--- config.mk ---
export PLATFORM = sky130hd
export DESIGN_NAME = fetch_unit
export DESIGN_NICKNAME = d
export VERILOG_FILES = /design/src/rtl/cpu_pkg.sv /design/src/rtl/fetch_hold_buf.sv /design/src/rtl/fetch_unit.sv
export SDC_FILE = /design/constraint.sdc
export NUM_CORES = 1
export LEC_CHECK = 0
export CORE_MARGIN = 2
export CORE_UTILIZATION = 55
export CTS_CLUSTER_SIZE = 25
export DETAILED_ROUTE_END_ITERATION = 8
export PLACE_DENSITY_LB_ADDON = 0.08
export SLEW_MARGIN = 20
export SYNTH_ARGS = -nofsm -noshare
export SYNTH_HDL_FRONTEND = slang
export SYNTH_SLANG_ARGS = --single-unit
--- constraint.sdc ---
create_clock -name clk -period 4 [get_ports clk]
set_clock_uncertainty 0.2 [all_clocks]
set_input_delay 0.4 -clock clk [delete_from_list [all_inputs] [get_ports clk]]
set_output_delay 0.4 -clock clk [all_outputs]
set_load 0.05 [all_outputs]
--- src/rtl/cpu_pkg.sv ---
// Shared CPU types: fetch FSM encoding, reset/bubble defaults and the IF/ID payload.
package cpu_pkg;

  typedef enum logic [1:0] {
    BOOT    = 2'd0,
    WAIT    = 2'd1,
    HOLD    = 2'd2,
    DISCARD = 2'd3
  } fetch_state_t;

  localparam logic [31:0] RESET_PC_DEFAULT  = 32'h0000_0000;
  localparam logic [31:0] NOP_INSTR_DEFAULT = 32'h0000_0013;

  typedef struct packed {
    logic [31:0] instr;
    logic [31:0] pc;
    logic        valid;
  } ifid_t;

endpackage

--- src/rtl/fetch_hold_buf.sv ---
// One-entry buffer parking a fetched instruction while decode is stalled.
module fetch_hold_buf
  import cpu_pkg::*;
(
  input  logic  clk,
  input  logic  rst_n,
  input  logic  load,
  input  logic  clear,
  input  ifid_t din,
  output ifid_t q
);

  // clear wins so a redirect always empties the entry
  always_ff @(posedge clk or negedge rst_n) begin
    if (!rst_n) begin
      q <= '0;
    end else if (clear) begin
      q <= '0;
    end else if (load) begin
      q       <= din;
      q.valid <= 1'b1;
    end
  end

endmodule

--- src/rtl/fetch_unit.sv ---
// Fetch stage: PC register, single-outstanding imem request FSM and the IF/ID register.
// Handshake: imem_req stays high with imem_addr stable until imem_valid returns the word.
module fetch_unit
  import cpu_pkg::*;
#(
  parameter logic [31:0] RESET_PC  = RESET_PC_DEFAULT,
  parameter logic [31:0] NOP_INSTR = NOP_INSTR_DEFAULT
) (
  input  logic         clk,
  input  logic         rst_n,
  input  logic         e_pcsrc,
  input  logic [31:0]  e_pctarget,
  input  logic         stall_d,
  output logic         imem_req,
  output logic [31:0]  imem_addr,
  input  logic [31:0]  imem_rdata,
  input  logic         imem_valid,
  output logic [31:0]  d_instr,
  output logic [31:0]  d_pc,
  output logic [31:0]  d_pcplus4,
  output logic         d_valid,
  output logic         f_misalign,
  output fetch_state_t dbg_state
);

  fetch_state_t state;
  logic [31:0]  pc;
  ifid_t        ifid_q;
  logic [31:0]  pcplus4_q;
  ifid_t        hb_q;
  logic         hb_load;
  logic         hb_clear;

  assign hb_load  = (state == WAIT) && imem_valid && stall_d && !e_pcsrc;
  assign hb_clear = e_pcsrc || ((state == HOLD) && !stall_d);

  fetch_hold_buf u_hold_buf (
    .clk   (clk),
    .rst_n (rst_n),
    .load  (hb_load),
    .clear (hb_clear),
    .din   ('{instr: imem_rdata, pc: pc, valid: 1'b1}),
    .q     (hb_q)
  );

  always_ff @(posedge clk or negedge rst_n) begin
    if (!rst_n) begin
      state      <= BOOT;
      pc         <= RESET_PC;
      ifid_q     <= '{instr: NOP_INSTR, pc: 32'h0, valid: 1'b0};
      pcplus4_q  <= 32'h0;
      f_misalign <= 1'b0;
    end else begin
      f_misalign <= e_pcsrc && (|e_pctarget[1:0]);
      if (e_pcsrc) begin
        // Redirect flushes IF/ID regardless of stall; an in-flight request must be drained
        pc           <= {e_pctarget[31:2], 2'b00};
        ifid_q.instr <= NOP_INSTR;
        ifid_q.valid <= 1'b0;
        state        <= ((state == WAIT) && !imem_valid) ? DISCARD : WAIT;
      end else begin
        case (state)
          BOOT: begin
            state <= WAIT;
          end
          WAIT: begin
            if (imem_valid) begin
              pc <= pc + 32'd4;
              if (stall_d) begin
                state <= HOLD;
              end else begin
                ifid_q    <= '{instr: imem_rdata, pc: pc, valid: 1'b1};
                pcplus4_q <= pc + 32'd4;
              end
            end else if (!stall_d) begin
              ifid_q.instr <= NOP_INSTR;
              ifid_q.valid <= 1'b0;
            end
          end
          HOLD: begin
            if (!stall_d) begin
              ifid_q    <= hb_q;
              pcplus4_q <= hb_q.pc + 32'd4;
              state     <= WAIT;
            end
          end
          DISCARD: begin
            if (imem_valid) state <= WAIT;
            if (!stall_d) begin
              ifid_q.instr <= NOP_INSTR;
              ifid_q.valid <= 1'b0;
            end
          end
          default: state <= BOOT;
        endcase
      end
    end
  end

  assign imem_req  = (state == WAIT);
  assign imem_addr = pc;
  assign d_instr   = ifid_q.instr;
  assign d_pc      = ifid_q.pc;
  assign d_valid   = ifid_q.valid;
  assign d_pcplus4 = pcplus4_q;
  assign dbg_state = state;

endmodule

==> impl_metrics.yaml <==
cts:
  numCtsBuffers: 17
  cts_resized: 0
  cts-root-buf: "clkbuf_16"
  cts_sinks: 189
  cts_setup_buffers: 0
  clock_latency_ps: 440
  hold_buffers: 1
  cts_tree: "built"
  cts_buffer_depth: 2
  htreeDepth: 4
  clk_pin_slew_ps: 70
synthesis:
  synth-main-ff-cell: "dfrtp_1"
  synth.distinct_cells: 60
  syn_inst: 978
  synthesis.area_um2: 9494
  seq_area_frac_synth_pct: 49.86
  async_reset_ff_share_pct: 100.0
  ys_warn_count: 0
  synth-seq-cells: 189
  syn-mean-instance-area_um2: 9.708
  synth_edf_count: 0
routing:
  drcViolationCount: 0
  routed-via-count: 8239
  dr.pass1.iters: 5
  wl_per_cell_um: 20.08
  drt_iter0_markers: 800
  ant_nets: 0
  wl_um: 27110
  viasPerCell: 6.103
pwr:
  power_leakage_nw: 4.992
  powerDensity_nw_per_um2: 505.7
  irDropWorstVdd_mv: 0.3163
  p_total_mw: 6.092
global_route:
  grt_pass1_vias: 7879
  antenna_found_initial: 0
  grt_first_pass_wirelength_um: 43040
  grt_usage_pct: 30.20
  grt_max_degree: 111
  grt.overflow.total: 0
placement:
  dp_hpwl_um: 18130
  place.port_buffers: 195
  place.gp.congestion: 0.8909
sta:
  slew_viol_final: 0
  rsz0062_at_grt: "false"
  setup_viol: 0
  period_minus_slack_ps: 2906
  hold_violations: 0
  tns_ps: 0
  relSlewSlack_pct: 39.92
  period_share_pct: 72.65
  worstMarginPinSlew_ps: 901.2
  max_freq_mhz: 344.1
setup_path:
  critical_path_class: "flip-flop to flip-flop"
  worstPathCellList: "nand4_1, or4_1, nor4_2, mux2i_1, o211ai_1"
  crit_slowest_cell: "or4_1"
  path_delay_family: "simple AND/OR/NAND/NOR gates"
  endpoint_kind: "flip-flop"
  timing.rr.end: "d_pcplus4[28]"
  crit_arrival_ps: 3020
  path_max_fanout: 11
  crit_end: "d_pcplus4[28]"
  reg2reg_depth: 5
  start_kind: "flip-flop"
  crit_buf_inv: 0
  reg2reg_slack_ps: 1090
  reg2reg_from: "u_hold_buf.q[6]"
  crit_cells: 5
  slowest_delay_ps: 860
  cp-startpoint: "u_hold_buf.q[6]"
  critPathRequiredTime_ps: 4110
floorplanning:
  die_h_um: 135.4
  fp.dieArea_um2: 18330
  rows: 48
  initial_utilization_pct: 55.66
  core-area_um2: 17060
  die_x_um: 135.4
  pin_count: 202
layout:
  syn2layout_area_growth_pct: 26.89
  fin_nets: 1183
  drive_gt1_share_pct: 7.022
  antenna_cells: 0
run:
  maxCapViolCount: 0
run_status:
  status: "finished, final reports clean"
worst_hold_path:
  min_path_type: "flip-flop to flip-flop"
-- how the worst min path moves through the flow --
stage               cells after the start          end       start
CTS                                     2   d_instr[1]  d_instr[1]
global placement                        2   d_instr[1]  d_instr[1]
global route                            2   d_instr[1]  d_instr[1]
floorplan                               0  d_instr[10]       rst_n
detailed placement                      2   d_instr[1]  d_instr[1]
finish                                  2   d_instr[1]  d_instr[1]
-- cell usage after synthesis, types with 3 or more instances --
cell type    n  area [um2]
nor4_1      15       93.84
nor3_2       4       40.04
dfrtp_1    186        4654
o211ai_1     6       45.04
o21ai_1      7       35.03
o22ai_1     27       168.9
buf_1       13       48.80
and4_1       7       61.31
and3_1       7       43.79
a22o_1      62       543.0
nand3_1     28       140.1
buf_2       17       85.08
o2bb2ai_1   28       245.2
a221oi_1     3       26.28
nand2b_1     3       18.77
xor2_1      48       420.4
dfstp_2      3       78.83
o221ai_1     6       52.55
nand2_1    148       555.5
and2_1       6       37.54
o21ai_0     45       225.2
inv_1        8       30.03
a31oi_1     33       206.5
nor4_2       3       37.54
nand4_1     29       181.4
nor2b_1      4       25.02
nor3_1      12       60.06
a21oi_1     14       70.07
xnor2_1     28       245.2
mux2i_1     13       130.1
nor2_1      56       210.2
clkbuf_1    60       225.2
buf_4       12       90.09
-- registers in the layout, summed over array words and instances, names as in the netlist --
register and flops:
u_hold_buf.q 63, d_instr 32, imem_addr 30, dbg_state 2
f_misalign 1, d_valid 1, d_pcplus4 30, d_pc 30
-- layout make-up --
cell class	count	area, um2
inverters	8	30.03
repair buffers	214	2108
well taps	225	281.5
flip-flops and latches	189	4733
clock buffers	17	425.4
clock inverters	15	155.1
fillers	1348	5010
multi-input cells	682	4313
-- power by group --
part / total [mW] / internal, mW / switching (mW)
clock network: 1.66 / 0.830 / 0.832
registers: 2.45 / 2.17 / 0.276
logic: 1.98 / 0.675 / 1.30
total: 6.09 / 3.68 / 2.41
-- layer usage --
| metal | vias up | share of wire (%) | track usage [%] |
|---|---|---|---|
| met5 | - | 0 | 0 |
| met4 | 0 | 2.5 | 10.07 |
| met3 | 55 | 6.5 | 5.948 |
| met2 | 351 | 46 | 45.94 |
| met1 | 4044 | 45 | 43.76 |
| li1 | 3789 | - | - |
-- placed cells by master (no fill, tap or decap), types with 3 or more instances in the layout --
cell	count
o221ai_1	6
buf_4	17
nor2_1	56
mux2i_1	13
and2_1	5
a22o_1	62
nand2_1	148
o21ai_1	6
nand4_1	29
conb_1	6
and4_1	7
a21oi_1	14
clkinv_8	3
o2bb2ai_1	28
clkdlybuf4s50_1	193
and3_1	7
nor3_1	11
nor4_2	3
a221oi_1	3
xor2_1	48
xnor2_1	28
nand3_1	28
dfrtp_1	186
o211ai_1	6
nor2b_1	3
a31oi_1	33
o22ai_1	27
inv_1	8
clkinvlp_4	4
nor4_1	15
nor3_2	5
clkbuf_16	17
o21ai_0	45
dfstp_2	3
inv_8	4
-- per-stage QoR --
step	instances	hold WS [ps]	instance area, um2	utilization (%)	worst slack, ps
2_1_floorplan	983	-95.59	9513	-	1465
3_3_place_gp	1317	255.2	11460	67.17	1099
3_5_place_dp	1317	256.2	11460	67.17	1044
4_1_cts	1350	267.8	12050	70.63	1149
5_1_grt	1350	283.4	12050	70.63	993.6
6_report	1350	265.6	12050	70.63	1094
-- cells by family after synthesis --
group	Yosys count	synth area share (%)
other	1	0.03950
buffers and inverters	112	5.285
muxes	13	1.371
xor gates and xnor gates	76	7.011
adders and majority gates	2	0.2635
AOI/OAI and AO/OA	247	18.58
and+or+nand+nor	338	17.59
DFF	189	49.86
-- tightest hold or removal path, delay by kind of cell, from the launching register on --
| family | cells | cell delay (ps) |
|---|---|---|
| AO/OA/AOI/OAI | 1 | 50 |
| buffers and inverters | 1 | 40 |
| flip-flops | 1 | 370 |
No activity file was read; power rests on OpenSTA's default activity.
